### src/rtl/wb_arbiter_pkg.sv
// Shared types for the writeback arbiter.
//   XLEN, REG_ADDR_W : datapath and register-address widths.
//   wb_entry_t       : one pending register write {rd, data}.
package wb_arbiter_pkg;
    localparam int XLEN       = 32;
    localparam int REG_ADDR_W = 5;

    typedef struct packed {
        logic [REG_ADDR_W-1:0] rd;
        logic [XLEN-1:0]       data;
    } wb_entry_t;
endpackage

### src/rtl/wb_arbiter_if.sv
// Writeback bus: ALU and memory result handshakes plus the regfile write port.
//   master : result producers / regfile side (drives valid/rd/data, sees ready and rf_*).
//   slave  : the arbiter (drives ready and rf_*).
interface wb_arbiter_if;
    import wb_arbiter_pkg::*;

    logic                  alu_valid;
    logic                  alu_ready;
    logic [REG_ADDR_W-1:0] alu_rd;
    logic [XLEN-1:0]       alu_data;
    logic                  mem_valid;
    logic                  mem_ready;
    logic [REG_ADDR_W-1:0] mem_rd;
    logic [XLEN-1:0]       mem_data;
    logic                  rf_write_enable;
    logic [REG_ADDR_W-1:0] rf_write_addr;
    logic [XLEN-1:0]       rf_data_in;

    modport master (
        output alu_valid, alu_rd, alu_data, mem_valid, mem_rd, mem_data,
        input  alu_ready, mem_ready, rf_write_enable, rf_write_addr, rf_data_in
    );

    modport slave (
        input  alu_valid, alu_rd, alu_data, mem_valid, mem_rd, mem_data,
        output alu_ready, mem_ready, rf_write_enable, rf_write_addr, rf_data_in
    );
endinterface

### src/rtl/wb_fifo.sv
// Synchronous FIFO of wb_entry_t used to buffer memory results.
//   clk, rst     : clock, async active-high reset (empties the FIFO).
//   push_i/data  : write an entry (caller guarantees !full_o).
//   pop_i        : drop the head (caller guarantees !empty_o); head on pop_data_o.
//   count_o      : occupancy 0..DEPTH; full_o / empty_o derived from it.
// DEPTH must be a power of two so the pointers wrap naturally.
module wb_fifo
    import wb_arbiter_pkg::*;
#(
    parameter int DEPTH = 4
) (
    input  logic                       clk,
    input  logic                       rst,
    input  logic                       push_i,
    input  wb_entry_t                  push_data_i,
    input  logic                       pop_i,
    output wb_entry_t                  pop_data_o,
    output logic [$clog2(DEPTH):0]     count_o,
    output logic                       full_o,
    output logic                       empty_o
);
    localparam int AW = $clog2(DEPTH);

    wb_entry_t         mem_q [DEPTH];
    logic [AW-1:0]     wr_ptr_q, wr_ptr_d;
    logic [AW-1:0]     rd_ptr_q, rd_ptr_d;
    logic [AW:0]       count_q, count_d;

    always_comb begin
        wr_ptr_d = wr_ptr_q + AW'(push_i);
        rd_ptr_d = rd_ptr_q + AW'(pop_i);
        count_d  = count_q + (AW+1)'(push_i) - (AW+1)'(pop_i);
    end

    always_ff @(posedge clk or posedge rst) begin
        if (rst) begin
            wr_ptr_q <= '0;
            rd_ptr_q <= '0;
            count_q  <= '0;
        end else begin
            wr_ptr_q <= wr_ptr_d;
            rd_ptr_q <= rd_ptr_d;
            count_q  <= count_d;
        end
    end

    // Storage needs no reset; only the pointers define validity.
    always_ff @(posedge clk) begin
        if (push_i) mem_q[wr_ptr_q] <= push_data_i;
    end

    assign pop_data_o = mem_q[rd_ptr_q];
    assign count_o    = count_q;
    assign full_o     = (count_q == (AW+1)'(DEPTH));
    assign empty_o    = (count_q == '0);
endmodule

### src/rtl/wb_arbiter.sv
// Writeback arbiter: merges single-cycle ALU results (priority) and buffered
// memory results into the regfile's single write port, one cycle ahead of it.
//   clk, rst   : clock, async active-high reset (drops buffered/in-flight results).
//   bus        : wb_arbiter_if.slave -- ALU/mem handshakes and rf_* write port.
//   fifo_count : current memory-result FIFO occupancy.
// Optional macro WB_FWD_EN adds a combinational read bypass:
//   rd_addr1/2, rf_rdata1/2 in; fwd_rdata1/2 out.
module wb_arbiter
    import wb_arbiter_pkg::*;
#(
    parameter int FIFO_DEPTH   = 4,
    parameter int STARVE_LIMIT = 3
) (
    input  logic                          clk,
    input  logic                          rst,
    wb_arbiter_if.slave                   bus,
    output logic [$clog2(FIFO_DEPTH):0]   fifo_count
`ifdef WB_FWD_EN
    ,
    input  logic [REG_ADDR_W-1:0]         rd_addr1,
    input  logic [REG_ADDR_W-1:0]         rd_addr2,
    input  logic [XLEN-1:0]               rf_rdata1,
    input  logic [XLEN-1:0]               rf_rdata2,
    output logic [XLEN-1:0]               fwd_rdata1,
    output logic [XLEN-1:0]               fwd_rdata2
`endif
);
    localparam int SW = (STARVE_LIMIT > 0) ? $clog2(STARVE_LIMIT + 1) : 1;
    localparam logic [SW-1:0] STARVE_MAX = SW'(STARVE_LIMIT);

    wb_entry_t             fifo_head, alu_entry, sel_entry;
    logic                  fifo_full, fifo_empty, fifo_push;
    logic                  force_fifo, sel_alu, sel_fifo;
    logic [SW-1:0]         starve_q, starve_d;
    logic                  we_q, we_d;
    logic [REG_ADDR_W-1:0] addr_q, addr_d;
    logic [XLEN-1:0]       data_q, data_d;

    assign alu_entry = '{rd: bus.alu_rd, data: bus.alu_data};
    // Full blocks the push even if the head pops this cycle.
    assign fifo_push = bus.mem_valid && !fifo_full;

    wb_fifo #(.DEPTH(FIFO_DEPTH)) u_fifo (
        .clk         (clk),
        .rst         (rst),
        .push_i      (fifo_push),
        .push_data_i ('{rd: bus.mem_rd, data: bus.mem_data}),
        .pop_i       (sel_fifo),
        .pop_data_o  (fifo_head),
        .count_o     (fifo_count),
        .full_o      (fifo_full),
        .empty_o     (fifo_empty)
    );

    // After STARVE_LIMIT consecutive ALU wins over a waiting FIFO, the FIFO
    // head is forced through and the ALU is back-pressured for that cycle.
    assign force_fifo    = (starve_q == STARVE_MAX) && !fifo_empty;
    assign sel_alu       = !force_fifo && bus.alu_valid;
    assign sel_fifo      = !fifo_empty && !sel_alu;
    assign sel_entry     = sel_alu ? alu_entry : fifo_head;
    assign bus.alu_ready = !force_fifo;
    assign bus.mem_ready = !fifo_full;

    always_comb begin
        starve_d = starve_q;
        if (fifo_empty || sel_fifo)
            starve_d = '0;
        else if (sel_alu && starve_q != STARVE_MAX)
            starve_d = starve_q + SW'(1);

        // x0 results are consumed but never written; addr/data still track.
        we_d   = (sel_alu || sel_fifo) && (sel_entry.rd != '0);
        addr_d = addr_q;
        data_d = data_q;
        if (sel_alu || sel_fifo) begin
            addr_d = sel_entry.rd;
            data_d = sel_entry.data;
        end
    end

    always_ff @(posedge clk or posedge rst) begin
        if (rst) begin
            starve_q <= '0;
            we_q     <= 1'b0;
            addr_q   <= '0;
            data_q   <= '0;
        end else begin
            starve_q <= starve_d;
            we_q     <= we_d;
            addr_q   <= addr_d;
            data_q   <= data_d;
        end
    end

    assign bus.rf_write_enable = we_q;
    assign bus.rf_write_addr   = addr_q;
    assign bus.rf_data_in      = data_q;

`ifdef WB_FWD_EN
    // Covers the cycle where the regfile has not yet committed our write.
    assign fwd_rdata1 = (we_q && addr_q == rd_addr1 && rd_addr1 != '0) ? data_q : rf_rdata1;
    assign fwd_rdata2 = (we_q && addr_q == rd_addr2 && rd_addr2 != '0) ? data_q : rf_rdata2;
`endif
endmodule

### src/flat_wrapper.sv
// flat-port wrapper written by rule: the top's interface ports become plain ports
module wb_arbiter_flat import wb_arbiter_pkg::*;
#(
    parameter int FIFO_DEPTH   = 4,
    parameter int STARVE_LIMIT = 3
)
  (clk, rst, fifo_count, bus_alu_valid, bus_alu_rd, bus_alu_data, bus_mem_valid, bus_mem_rd, bus_mem_data, bus_alu_ready, bus_mem_ready, bus_rf_write_enable, bus_rf_write_addr, bus_rf_data_in);
  wb_arbiter_if bus_i ();
  input  logic clk;
  input  logic rst;
  output logic [$clog2(FIFO_DEPTH):0] fifo_count;
  input wire logic [$bits(bus_i.alu_valid)-1:0] bus_alu_valid;
  input wire logic [$bits(bus_i.alu_rd)-1:0] bus_alu_rd;
  input wire logic [$bits(bus_i.alu_data)-1:0] bus_alu_data;
  input wire logic [$bits(bus_i.mem_valid)-1:0] bus_mem_valid;
  input wire logic [$bits(bus_i.mem_rd)-1:0] bus_mem_rd;
  input wire logic [$bits(bus_i.mem_data)-1:0] bus_mem_data;
  output wire logic [$bits(bus_i.alu_ready)-1:0] bus_alu_ready;
  output wire logic [$bits(bus_i.mem_ready)-1:0] bus_mem_ready;
  output wire logic [$bits(bus_i.rf_write_enable)-1:0] bus_rf_write_enable;
  output wire logic [$bits(bus_i.rf_write_addr)-1:0] bus_rf_write_addr;
  output wire logic [$bits(bus_i.rf_data_in)-1:0] bus_rf_data_in;
  assign bus_i.alu_valid = bus_alu_valid;
  assign bus_i.alu_rd = bus_alu_rd;
  assign bus_i.alu_data = bus_alu_data;
  assign bus_i.mem_valid = bus_mem_valid;
  assign bus_i.mem_rd = bus_mem_rd;
  assign bus_i.mem_data = bus_mem_data;
  assign bus_alu_ready = bus_i.alu_ready;
  assign bus_mem_ready = bus_i.mem_ready;
  assign bus_rf_write_enable = bus_i.rf_write_enable;
  assign bus_rf_write_addr = bus_i.rf_write_addr;
  assign bus_rf_data_in = bus_i.rf_data_in;
  wb_arbiter #(.FIFO_DEPTH(FIFO_DEPTH), .STARVE_LIMIT(STARVE_LIMIT)) u_core (.clk(clk), .rst(rst), .bus(bus_i), .fifo_count(fifo_count));
endmodule
### config.mk
export PLATFORM = sky130hd
export DESIGN_NAME = wb_arbiter_flat
export DESIGN_NICKNAME = d
export VERILOG_FILES = /design/src/rtl/wb_arbiter_pkg.sv /design/src/rtl/wb_arbiter_if.sv /design/src/rtl/wb_fifo.sv /design/src/rtl/wb_arbiter.sv /design/src/flat_wrapper.sv
export SDC_FILE = /design/constraint.sdc
export NUM_CORES = 1
export LEC_CHECK = 0
export ABC_AREA = 1
export CORE_UTILIZATION = 58
export CTS_CLUSTER_DIAMETER = 50
export DETAILED_ROUTE_END_ITERATION = 16
export PLACE_DENSITY = 0.85
export REMOVE_ABC_BUFFERS = 1
export SLEW_MARGIN = 40
export SYNTH_ARGS = -nofsm -noshare
export SYNTH_HDL_FRONTEND = slang
export SYNTH_SLANG_ARGS = --single-unit
### constraint.sdc
create_clock -name clk -period 8.2 [get_ports clk]
set_input_delay 1.64 -clock clk [delete_from_list [all_inputs] [get_ports clk]]
set_output_delay 1.64 -clock clk [all_outputs]
set_load 0.005 [all_outputs]
==> metrics.cfg <==
[status]
outcome=completed

[power_and_ir_drop]
vdd_drop_max_mv=0.164
power.density_nw_per_um2=351
p_sw_uw=1100
p_int_uw=2270
p_seq_share_pct=44.8
power_frac_comb_pct=30.6
leakage_uw=0.00355
p_sw_share_pct=32.7
power.total_uw=3370
clock_power_share_pct=24.6

[clock_network]
numCtsBuffers=17
clock-root-buffer=clkbuf_16
cts_tree=yes
path_clk_slew_ps=70
cts_resized=0
cts_buffer_depth=2
clock_latency_ps=440
post-cts-setup-buffer-count=0
clock_sinks=195
holdBufCountCts=0
cts_max_level=4

[setup_path]
critPathMaxStageDelay_ps=510
critPathMaxFanout=39
reg2reg_slack_ps=5760
path_cells=clkdlybuf4s50_1, nand2_4, nand2_1, nand2_1, nand2_1, ha_1, fa_1, xor2_1
worstSetupStartpointType=input port
end_kind=flip-flop
slowest_stage=clkdlybuf4s50_1
cpMostUsedCell=nand2_1
cp_top_family=simple AND/OR/NAND/NOR gates
r2r_start=u_core.starve_q[0]
critPathRequiredTime_ps=8510
arrival_ps=3760
r2r-end=u_core.u_fifo.count_o[2]
crit_buf_inv=1
worstRegToRegCells=9
crit_type=in2reg

[sta]
fin_tns_setup_ps=0
slew_viol_final=0
slew_headroom_pct=47.2
worst_pin_slew_ps=793
clock_skew_ps=10.8
fmax_ghz=0.290
finalHoldViolations=0
finalCriticalPeriod_ps=3450
setup_violations=0
fin_crit_sh_pct=42.1
grt_setup_unrepaired=false

[min_path]
whs_path_depth=1
holdPathEnd=u_core.starve_q[0]
hp-start=u_core.starve_q[0]
hold_class=reg2reg

[synth]
synth_top_cell_by_area=edfxtp_1
avgSynthCellArea_um2=12.3
yosys_warnings=0
synth.top_cell.area_share_pct=57.8
syn_area_um2=7690
syn-instance-count=628
ys_top_cells_by_area=edfxtp_1 58%, dfrtp_1 15%, nor2_1 5.3%
synth_cell_type_count=26
ys_seq_elements=195
synth-seq-area-share_pct=73.0

[cells_and_area]
syn2layout_area_growth_pct=25.0
multiInputGateArea_um2=1830
ff_latch_area_um2=5620
fill_cells=752
drive_gt1_share_pct=7.31
nets=821
fin_util_pct=75.3
insertedDiodeCount=0

[route]
drc=0
drt_iter0_markers=633
wl_um=17200
vias=5353
viasPerCell=5.79
first_pass_iters=5
wl_per_cell_um=18.6
ant_nets=0

[floorplan]
dieHeight_um=117
core.rowCount=41
fp.dieW_um=117
dieArea_um2=13700
core_area_um2=12800
start_util_pct=60.2
ioPinCount=121

[grt]
grt_pass1_wl_um=26000
grt_pass1_vias=5347
grt_max_degree=77
grt_util_all_layers_pct=26.5
overflow=0
antenna_found_initial=1

[placement]
dp.final_hpwl_um=9900
gp_congestion=0.723
port_buffers=120

[run]
maxCapViolations=0

[flip-flops by register name (all words and copies together) (netlist names)]
register                    count
u_core.bus.rf_write_enable      1
u_core.starve_q                 2
u_core.u_fifo.rd_ptr_q          2
u_core.u_fifo.wr_ptr_q          2
u_core.u_fifo.mem_q           148
u_core.u_fifo.count_o           3
u_core.bus.rf_write_addr        5
u_core.bus.rf_data_in          32
[worst max-delay path by stage]
| stage | to | cells past startpoint | startpoint |
|---|---|---|---|
| global route | bus_alu_ready | 4 | u_core.u_fifo.count_o[1] |
| CTS | u_core.u_fifo.count_o[2] | 8 | bus_alu_valid |
| global placement | u_core.u_fifo.count_o[2] | 8 | bus_alu_valid |
| detailed placement | u_core.u_fifo.count_o[2] | 8 | bus_alu_valid |
| finish | u_core.u_fifo.count_o[2] | 8 | bus_alu_valid |
| floorplan | u_core.u_fifo.mem_q[0][0] | 2 | bus_mem_valid |
[cells in the final DEF (no fill, tap or decap), types with 2 or more instances in the layout]
cell             instances
o21ai_0                 73
clkbuf_16               17
bufinv_16                3
nor2_1                 109
ha_1                     3
dfrtp_1                 46
o22ai_1                 32
edfxtp_1               148
a31oi_1                 32
nand3_1                  9
clkdlybuf4s50_1        120
nand2_4                  3
inv_1                   11
nand3b_1                 2
inv_4                    2
clkbuf_1                 2
clkinvlp_4               5
nor3_2                   4
nand2_1                104
buf_4                    9
xor2_1                   4
clkinv_2                 4
[metrics by stage]
stage	instances	setup slack, ps	cell area [um2]	hold slack, ps
after floorplan	590	3420	7470	408
after global placement	891	4190	8980	418
after detailed placement	892	4150	9020	425
after CTS	924	4520	9620	470
after global routing	924	4670	9620	499
final	924	4750	9620	472
[synthesized netlist by cell type]
master and instances:
edfxtp_1 148, nor2_1 109, nand2_1 105, o21ai_0 73
dfrtp_1 47, a31oi_1 32, o22ai_1 32, buf_2 12
clkbuf_1 12, inv_1 12, buf_4 9, nand3_1 9
buf_6 4, nor3_1 4, xor2_1 4, ha_1 3
inv_2 2, nand2_2 2, nand3b_1 2, a21oi_4 1
buf_1 1, clkinv_1 1, fa_1 1, nand2_4 1
nor2_2 1, xnor2_1 1
[area by class of cell]
type,count,area share (%)
tap,172,2.24
clock inverter,13,1.66
inverter,15,0.650
clock buffer,19,4.50
timing repair buffer,130,13.5
sequential,195,58.5
multi-input combinational,380,19.0
[kinds of logic after synthesis]
| logic type | count (synthesis) | synth area share [%] |
|---|---|---|
| adder cells (fa/ha/maj) | 4 | 0.748 |
| buffers and inverters | 53 | 3.61 |
| flip-flops | 195 | 73.0 |
| AO/OA/AOI/OAI | 138 | 10.2 |
| XOR/XNOR | 5 | 0.569 |
| AND/OR/NAND/NOR | 233 | 11.9 |
[per-layer routing]
| layer | routed length (um) | global-route usage (%) |
|---|---|---|
| met1 | 6510 | 31.1 |
| met2 | 8880 | 45.3 |
| met3 | 1390 | 6.85 |
| met4 | 408 | 13.5 |
| met5 | 18 | 0 |
[power by group through the flow]
| stage | logic (uW) | clock network, uW | registers [uW] |
|---|---|---|---|
| floorplan | 514 | 0 | 1520 |
| global placement | 964 | 0 | 1500 |
| detailed placement | 1020 | 0 | 1520 |
| CTS | 1030 | 836 | 1510 |
| global route | 1140 | 870 | 1540 |
| finish | 1030 | 831 | 1510 |
(Power assumes the default switching activity.)
